==> src/rtl/spi_slv.sv <==
// SPI mode 0 responder: synchronizes SCLK/SS_N/MOSI into clk, shifts MOSI on SCLK rise, drives MISO on SCLK fall.
// Optional macro SPI_SLV_MISO_OE_EN adds a miso_oe output that is high only while a frame is active.
module spi_slv #(
  parameter int SPI_MAXLEN  = 32,
  parameter int SYNC_STAGES = 2,
  localparam int CW = $clog2(SPI_MAXLEN) + 1
) (
  input  logic                  clk,
  input  logic                  resetn_shift,
  input  logic                  SCLK,
  input  logic                  SS_N,
  input  logic                  MOSI,
  output logic                  MISO,
  input  logic [SPI_MAXLEN-1:0] tx_data,
  input  logic [CW-1:0]         tx_len,
  output logic                  tx_ready,
  output logic                  busy,
  output logic [SPI_MAXLEN-1:0] rx_data,
  output logic [CW-1:0]         rx_nbits,
  output logic                  rx_valid,
  output logic                  rx_overrun
`ifdef SPI_SLV_MISO_OE_EN
  ,
  output logic                  miso_oe
`endif
);

  localparam logic [1:0] ST_IDLE   = 2'd0;
  localparam logic [1:0] ST_ACTIVE = 2'd1;
  localparam logic [1:0] ST_DONE   = 2'd2;

  // Host handshake: tx_data/tx_len must be stable while tx_ready=1; they are
  // captured on the frame-start cycle. rx_valid is a one-cycle strobe with no
  // back-pressure; rx_data/rx_nbits/rx_overrun hold until the next frame ends.

  logic [SYNC_STAGES-1:0] sclk_sr, ss_sr, mosi_sr;
  logic                   sclk_d, ss_d;
  logic                   sclk_s, ss_s, mosi_s;
  logic                   sclk_rise, sclk_fall, ss_fall, ss_rise;

  logic [1:0]             state;
  logic [SPI_MAXLEN-1:0]  tx_shift, rx_shift;
  logic [CW-1:0]          bit_cnt;
  logic                   ovr_flag;
  logic                   ss_pend;

  logic [CW-1:0]          eff_len;
  logic [SPI_MAXLEN-1:0]  tx_load;
  logic [SPI_MAXLEN-1:0]  nxt_rx_shift;
  logic [CW-1:0]          nxt_bit_cnt;
  logic                   nxt_ovr;
  logic [SPI_MAXLEN-1:0]  rx_mask;

  // All three inputs share identical chains so their relative timing is preserved.
  always_ff @(posedge clk or negedge resetn_shift) begin
    if (!resetn_shift) begin
      sclk_sr <= '0;
      ss_sr   <= '1;
      mosi_sr <= '0;
      sclk_d  <= 1'b0;
      ss_d    <= 1'b1;
    end else begin
      sclk_sr <= {sclk_sr[SYNC_STAGES-2:0], SCLK};
      ss_sr   <= {ss_sr[SYNC_STAGES-2:0], SS_N};
      mosi_sr <= {mosi_sr[SYNC_STAGES-2:0], MOSI};
      sclk_d  <= sclk_sr[SYNC_STAGES-1];
      ss_d    <= ss_sr[SYNC_STAGES-1];
    end
  end

  assign sclk_s    = sclk_sr[SYNC_STAGES-1];
  assign ss_s      = ss_sr[SYNC_STAGES-1];
  assign mosi_s    = mosi_sr[SYNC_STAGES-1];
  assign sclk_rise = sclk_s & ~sclk_d;
  assign sclk_fall = ~sclk_s & sclk_d;
  assign ss_fall   = ~ss_s & ss_d;
  assign ss_rise   = ss_s & ~ss_d;

  // Left-aligning the word means zeros follow the last valid bit, so MISO
  // falls to 0 on its own once tx_len bits have gone out.
  always_comb begin
    eff_len = tx_len;
    if (tx_len == '0 || tx_len > CW'(SPI_MAXLEN))
      eff_len = CW'(SPI_MAXLEN);
    tx_load = tx_data << (CW'(SPI_MAXLEN) - eff_len);
  end

  always_comb begin
    nxt_rx_shift = rx_shift;
    nxt_bit_cnt  = bit_cnt;
    nxt_ovr      = ovr_flag;
    if (sclk_rise) begin
      nxt_rx_shift = {rx_shift[SPI_MAXLEN-2:0], mosi_s};
      if (bit_cnt < CW'(SPI_MAXLEN))
        nxt_bit_cnt = bit_cnt + CW'(1);
      else
        nxt_ovr = 1'b1;
    end
    for (int i = 0; i < SPI_MAXLEN; i++)
      rx_mask[i] = (CW'(i) < nxt_bit_cnt);
  end

  always_ff @(posedge clk or negedge resetn_shift) begin
    if (!resetn_shift) begin
      state      <= ST_IDLE;
      tx_shift   <= '0;
      rx_shift   <= '0;
      bit_cnt    <= '0;
      ovr_flag   <= 1'b0;
      ss_pend    <= 1'b0;
      MISO       <= 1'b0;
      rx_data    <= '0;
      rx_nbits   <= '0;
      rx_overrun <= 1'b0;
    end else begin
      case (state)
        ST_IDLE: begin
          if (ss_fall || ss_pend) begin
            tx_shift <= tx_load;
            MISO     <= tx_load[SPI_MAXLEN-1];
            bit_cnt  <= '0;
            rx_shift <= '0;
            ovr_flag <= 1'b0;
            ss_pend  <= 1'b0;
            state    <= ST_ACTIVE;
          end
        end
        ST_ACTIVE: begin
          rx_shift <= nxt_rx_shift;
          bit_cnt  <= nxt_bit_cnt;
          ovr_flag <= nxt_ovr;
          // Frame end wins over a coincident SCLK fall; a coincident rise is still counted.
          if (ss_rise) begin
            rx_data    <= nxt_rx_shift & rx_mask;
            rx_nbits   <= nxt_bit_cnt;
            rx_overrun <= nxt_ovr;
            MISO       <= 1'b0;
            state      <= ST_DONE;
          end else if (sclk_fall) begin
            tx_shift <= {tx_shift[SPI_MAXLEN-2:0], 1'b0};
            MISO     <= tx_shift[SPI_MAXLEN-2];
          end
        end
        ST_DONE: begin
          MISO  <= 1'b0;
          state <= ST_IDLE;
          if (ss_fall)
            ss_pend <= 1'b1;
        end
        default: state <= ST_IDLE;
      endcase
    end
  end

  assign tx_ready = (state == ST_IDLE);
  assign busy     = (state == ST_ACTIVE);
  assign rx_valid = (state == ST_DONE);

`ifdef SPI_SLV_MISO_OE_EN
  assign miso_oe = (state == ST_ACTIVE);
`endif

endmodule

==> config.mk <==
export PLATFORM = sky130hd
export DESIGN_NAME = spi_slv
export DESIGN_NICKNAME = d
export VERILOG_FILES = /design/src/rtl/spi_slv.sv
export SDC_FILE = /design/constraint.sdc
export NUM_CORES = 1
export LEC_CHECK = 0
export CORE_UTILIZATION = 45
export CTS_CLUSTER_SIZE = 14
export DETAILED_ROUTE_END_ITERATION = 12
export MAX_ROUTING_LAYER = met4
export PLACE_DENSITY_LB_ADDON = 0.25
export SLEW_MARGIN = 0
export SYNTH_ARGS = -nofsm -noshare
export SYNTH_HDL_FRONTEND = slang
export SYNTH_SLANG_ARGS = --single-unit
==> constraint.sdc <==
create_clock -name clk -period 6.3 [get_ports clk]
set_input_delay 1.26 -clock clk [delete_from_list [all_inputs] [get_ports clk]]
set_output_delay 1.26 -clock clk [all_outputs]
set_load 0.02 [all_outputs]
==> Word level (Yosys, flattened, before mapping) <==
Cells that the tools add are included.
{ "totals": {"elab_cells": 107, "inputBits": 43, "ff_bits": 121} }
{ "op_classes": {"add_sub_neg": 2, "magnitude_cmp": 34, "muxes": 25, "shift": 1, "n_bitwise": 9, "n_eq_ne": 8, "reduce_logical": 13} }
{ "ops": {"columns": ["operator", "count"], "rows": [
  ["< comparator 5 x 6 -> 1 bit, first input constant", 16],
  ["two-way mux 31 bit", 3],
  ["two-way mux 32 bit", 2],
  ["case mux 32 bit (2 select lines)", 1],
  ["case mux 31 bit (2 select lines)", 1],
  ["< comparator 4 x 6 -> 1 bit, first input constant", 8],
  ["bitwise AND 32 bit", 1],
  ["<< shifter 32 x 6 -> 32 bit", 1],
  ["< comparator 3 x 6 -> 1 bit, first input constant", 4],
  ["two-way mux 6 bit", 4],
  ["< comparator 1 x 6 -> 1 bit, first input constant", 2],
  ["< comparator 2 x 6 -> 1 bit, first input constant", 2],
  ["case mux 6 bit (2 select lines)", 1],
  ["!= test 2 x 1 -> 1 bit, second input constant", 4],
  ["two-way mux 1 bit", 7],
  ["adder 6 x 1 -> 6 bit, second input constant", 1],
  ["> comparator 6 bit, second input constant", 1],
  ["zero test 6 bit", 1],
  ["< comparator 6 bit, second input constant", 1],
  ["AND reduction 2 bit", 3],
  ["AND reduction 3 bit", 2],
  ["subtractor 6 bit, first input constant", 1],
  ["bitwise AND 1 bit", 4],
  ["two-way mux 2 bit", 2],
  ["other kinds (13)", 19]
]} }

==> Longest topological paths before layout <==
{ "depth": {"word_depth": 7, "depth_mapped": 15, "ltp_nobuf": 9} }

==> Worst setup path after synthesis <==
Ideal clock, no wire load.
{ "synth_path": {"path_kind": "input to register", "start": "input tx_len[5]", "end": "register MISO", "slack_ns": 2.273, "arrival_ns": 3.951, "t_required_ns": 6.224, "path_stages": 13, "path_buffers": 5, "path_cell_list": "buf_2 nor2b_1 buf_2 buf_6 inv_1 buf_2 ha_1 buf_6 xnor2_4 mux4_2 and3_1 a311o_1 o21ai_1"} }
{ "synth_between": {"elab_chain_len": 7, "elab_cells_between_ends": 8, "cone_classes": "add/sub (1); order compare (1); shift (1); mux (3); reduce/logical (2)"} }
{ "synth_lines": {"columns": ["item", "line", "source"], "rows": [
  ["from (decl)", "15", "input logic [CW-1:0] tx_len,"],
  ["> comparator 6 bit or zero test 6 bit (tied branches)", "83", "if (tx_len == '0 || tx_len > CW'(SPI_MAXLEN))"],
  ["logical OR 1 bit", "83", null],
  ["two-way mux 6 bit *", "83", null],
  ["subtractor 6 bit *", "85", "tx_load = tx_data << (CW'(SPI_MAXLEN) - eff_len);"],
  ["<< shifter 32 x 6 -> 32 bit *", "85", null],
  ["two-way mux 1 bit *", "118", "if (ss_fall || ss_pend) begin"],
  ["case mux 1 bit (3 select lines) *", "116", "case (state)"],
  ["to (signal assigned)", "120", "MISO <= tx_load[SPI_MAXLEN-1];"],
  ["to (signal assigned)", "141", "MISO <= tx_shift[SPI_MAXLEN-2];"],
  ["to (decl)", "13", "output logic MISO,"]
]} }
Mark *: on every way between the ends. The rest lies on a longest branch, timed or not. The select of a mux whose other input is x is not followed.
A chain may end at the register's enable or synchronous reset.

==> Worst setup path after layout <==
{ "layout_path": {"start": "input tx_len[5]", "end": "register tx_shift[16]"} }
{ "layout_between": {"elab_chain_len": 7, "elab_cells_between_ends": 8, "cone_classes": "add/sub (1); order compare (1); shift (1); mux (3); reduce/logical (2)"} }
{ "layout_lines": {"columns": ["item", "line", "source"], "rows": [
  ["> comparator 6 bit or zero test 6 bit (tied branches)", "83", null],
  ["logical OR 1 bit", "83", null],
  ["two-way mux 6 bit *", "83", null],
  ["subtractor 6 bit *", "85", null],
  ["<< shifter 32 x 6 -> 32 bit *", "85", null],
  ["two-way mux 31 bit *", "118", null],
  ["case mux 31 bit (2 select lines) *", "116", null],
  ["to (signal assigned)", "119", "tx_shift <= tx_load;"],
  ["to (signal assigned)", "140", "tx_shift <= {tx_shift[SPI_MAXLEN-2:0], 1'b0};"],
  ["to (decl)", "42", "logic [SPI_MAXLEN-1:0] tx_shift, rx_shift;"]
]} }
Marks and branches as above.

==> impl_metrics.toml <==
[run_status]
run_status = "completed"

[finish]
drive_above_1_share_pct = 9.09
insertedDiodeCount = 0
finalInstanceArea_mm2 = 0.00894
final_util_pct = 55.8
area_delta_synth_final_pct = 20.0
finalNonFillerCells = 1074
fin_nets = 894

[sta]
hold_ws_ns = 0.346
slew-limit-headroom_pct = 23.8
setup_violations = 0
period_share_pct = 74.8
maxSlewViolCount = 0
tightestPinTransition_ns = 1.14
final_hold_viol_count = 0
period_needed_ns = 4.71
fin_skew_ns = 0.00762
timing.setup.tns_ns = 0
fmaxAchievable_mhz = 212
rsz0062_at_grt = "false"

[logic_synthesis]
synth_edf_count = 0
postSynthAreaPerCell_um2 = 9.47
synthXorXnorAreaFrac_pct = 1.41
yosys.area.top_type = "dfrtp_1"
netlist_instances = 786
yosys_warnings = 0
synth_seq_cells = 121
ys_seq_area_share_pct = 40.7
synth_fa_ha_area_share_pct = 1.01
synth_area_mm2 = 0.00745
synth.area.mux_share_pct = 18.2
synth_top_family_by_area = "compound AO/OA/AOI/OAI gates"
async_flop_share_pct = 100
synth.net_count = 835
synth_compound_area_share_pct = 19.1
synth_cell_types = 67
synth_ff_type = "dfrtp_1"
synthSimpleGateAreaFrac_pct = 15.5
synth.area.top_cells = "dfrtp_1 (40%), mux2i_1 (10%), mux4_2 (6.4%), nand2_1 (6.2%), o21ai_0 (4.5%)"
synth_top_area_share_pct = 39.7

[cts]
htreeDepth = 4
cts_sinks = 121
ctsResizeCount = 0
cts_inserted_buffers = 17
cts-root-buf = "clkbuf_16"
clock_path_buffers = 2
insertion_delay_ns = 0.41
cts_tree = "yes"
path_clk_slew_ns = 0.05
postCtsSetupBuffers = 0
cts_hold_buf = 0

[floorplanning]
die_x_um = 131
core_area_mm2 = 0.0160
io_pins = 86
die_h_um = 131
die-area_mm2 = 0.0171
start_util_pct = 46.5
rows = 46

[hold_path]
hp-class = "reg -> reg"
holdPathStages = 0

[setup_path]
path_cells = "clkdlybuf4s50_1, nor2b_4, inv_1, ha_1, nor4b_1, a221o_1, nand2_2, o22ai_1, a311oi_1, a21oi_1"
slowest_delay_ns = 0.72
path_buf_inv = 2
crit_fanout = 20
cp.depth = 10
arrival_ns = 5.04
reg2reg_depth = 9
startpoint_type = "input port"
endpoint_kind = "register"
path_delay_family = "compound AO/OA/AOI/OAI gates"
crit_type = "in -> reg"
crit_required_ns = 6.63
slowest_stage = "clkdlybuf4s50_1"

[pwr]
p_leak_nw = 3.73
power_frac_comb_pct = 35.2
ir_drop_mv = 0.215
p_clk_share_pct = 30.4
switching_share_pct = 36.9
intPower_w = 0.00179
switchingPower_w = 0.00104
p_seq_share_pct = 34.4
power.density_mw_per_mm2 = 317

[global_routing]
grt_antenna_before_repair = 1
grt_first_pass_wirelength_um = 33700
track_usage_pct = 26.6
first_global_vias = 6477
grt_start_max_net_pins = 83
grt-ovfl-total = 0

[placed_design]
io_buffers = 85
dp_cells = 1042
dp_hpwl_um = 14500
placed_cell_area_mm2 = 0.00841
gp_congestion = 0.911

[drt]
via_per_inst = 6.10
drc = 0
vias = 6554
final_antenna_net_count = 0
routed_wl_um = 20500
wire_per_inst_um = 19.1
firstDrtPassIters = 7
drtIter0Drc = 605

[run]
max_cap_viol_count = 0
-- cell families after synthesis --
| group | Yosys count |
|---|---|
| xor gates and xnor gates | 9 |
| muxes | 105 |
| AOI/OAI and AO/OA | 221 |
| buffers and inverters | 68 |
| DFF | 121 |
| and+or+nand+nor | 256 |
| adders and majority gates | 6 |
-- registers in the layout (all words and copies together) (netlist names), 2 cells and up --
register,flops
rx_data,32
bit_cnt,6
rx_nbits,6
state,2
tx_shift,31
rx_shift,32
ss_sr,2
sclk_sr,2
mosi_sr,2
-- metal layers --
layer,global-route usage (%),up-vias,wire (um)
met5,-,-,0
met4,9.06,0,367
met1,35.9,3245,9250
met3,4.76,34,1160
li1,-,3025,-
met2,40.4,250,9750
-- worst paths after layout --
kind,start,slack [ns],endpoint
setup / recovery,tx_len[5],1.59,tx_shift[16]
hold / removal,mosi_sr[0],0.35,mosi_sr[1]
setup reg to reg,state[1],3.42,tx_shift[30]
hold reg to reg,mosi_sr[0],0.35,mosi_sr[1]
max in group asynchronous,resetn_shift,4.17,tx_shift[10]
min in group asynchronous,resetn_shift,1.01,sclk_d
-- synth_stat cells (all sizes together), types with 7 or more instances --
master and number:
a21oi 49, a221oi 7, a22o 12, a31oi 8, and3 10, buf 24
clkbuf 33, dfrtp 118, inv 11, mux2i 76, mux4 23, nand2 124
nand2b 9, nand3 11, nor2 55, nor2b 8, nor3 17, o211ai 7
o21ai 71, o31ai 25, o41ai 7, or3 7, xnor2 8
-- layout make-up --
class                           count  area, um2
Timing Repair Buffer               97        938
Multi-Input combinational cell    597       4130
Fill cell                        1451       7060
Clock inverter                      3       15.0
Sequential cell                   121       3030
Tap cell                          216        270
Inverter                           11       41.3
Clock buffer                       29        510
-- layout by cell type (no fill, tap or decap), drive strengths merged, types with 3 or more instances in the layout --
| cell | instances |
|---|---|
| nor3 | 17 |
| nand2b | 9 |
| buf | 13 |
| mux4 | 23 |
| nand3 | 11 |
| nor2 | 55 |
| clkbuf | 29 |
| dfstp | 3 |
| a31oi | 8 |
| a221oi | 7 |
| a21o | 3 |
| o41ai | 7 |
| nand2 | 124 |
| or3 | 7 |
| a21oi | 49 |
| inv | 11 |
| o311ai | 4 |
| xnor2 | 8 |
| clkdlybuf4s50 | 84 |
| a22o | 12 |
| clkinv | 3 |
| and3 | 10 |
| o22ai | 3 |
| o31ai | 25 |
| mux2i | 76 |
| o211ai | 7 |
| mux2 | 6 |
| a221o | 3 |
| o21ai | 71 |
| nor2b | 8 |
| dfrtp | 118 |
| ha | 6 |
| a32o | 3 |
| nand3b | 3 |
-- power groups by stage --
stage	clock [W]	combinational (W)	sequential [W]
final	0.000861	0.000995	0.000973
after global routing	0.000909	0.00109	0.000986
after CTS	0.000873	0.000986	0.000970
after detailed placement	0	0.000983	0.000982
after global placement	0	0.000967	0.000978
after floorplan	0	0.000667	0.000969
-- per-stage QoR --
stage	power, W	worst slack (ns)
4_1_cts	0.00283	1.65
5_1_grt	0.00299	1.24
3_5_place_dp	0.00196	1.24
6_report	0.00283	1.59
3_3_place_gp	0.00194	1.37
2_1_floorplan	0.00164	2.27
Power figures use the tool's default switching activity.
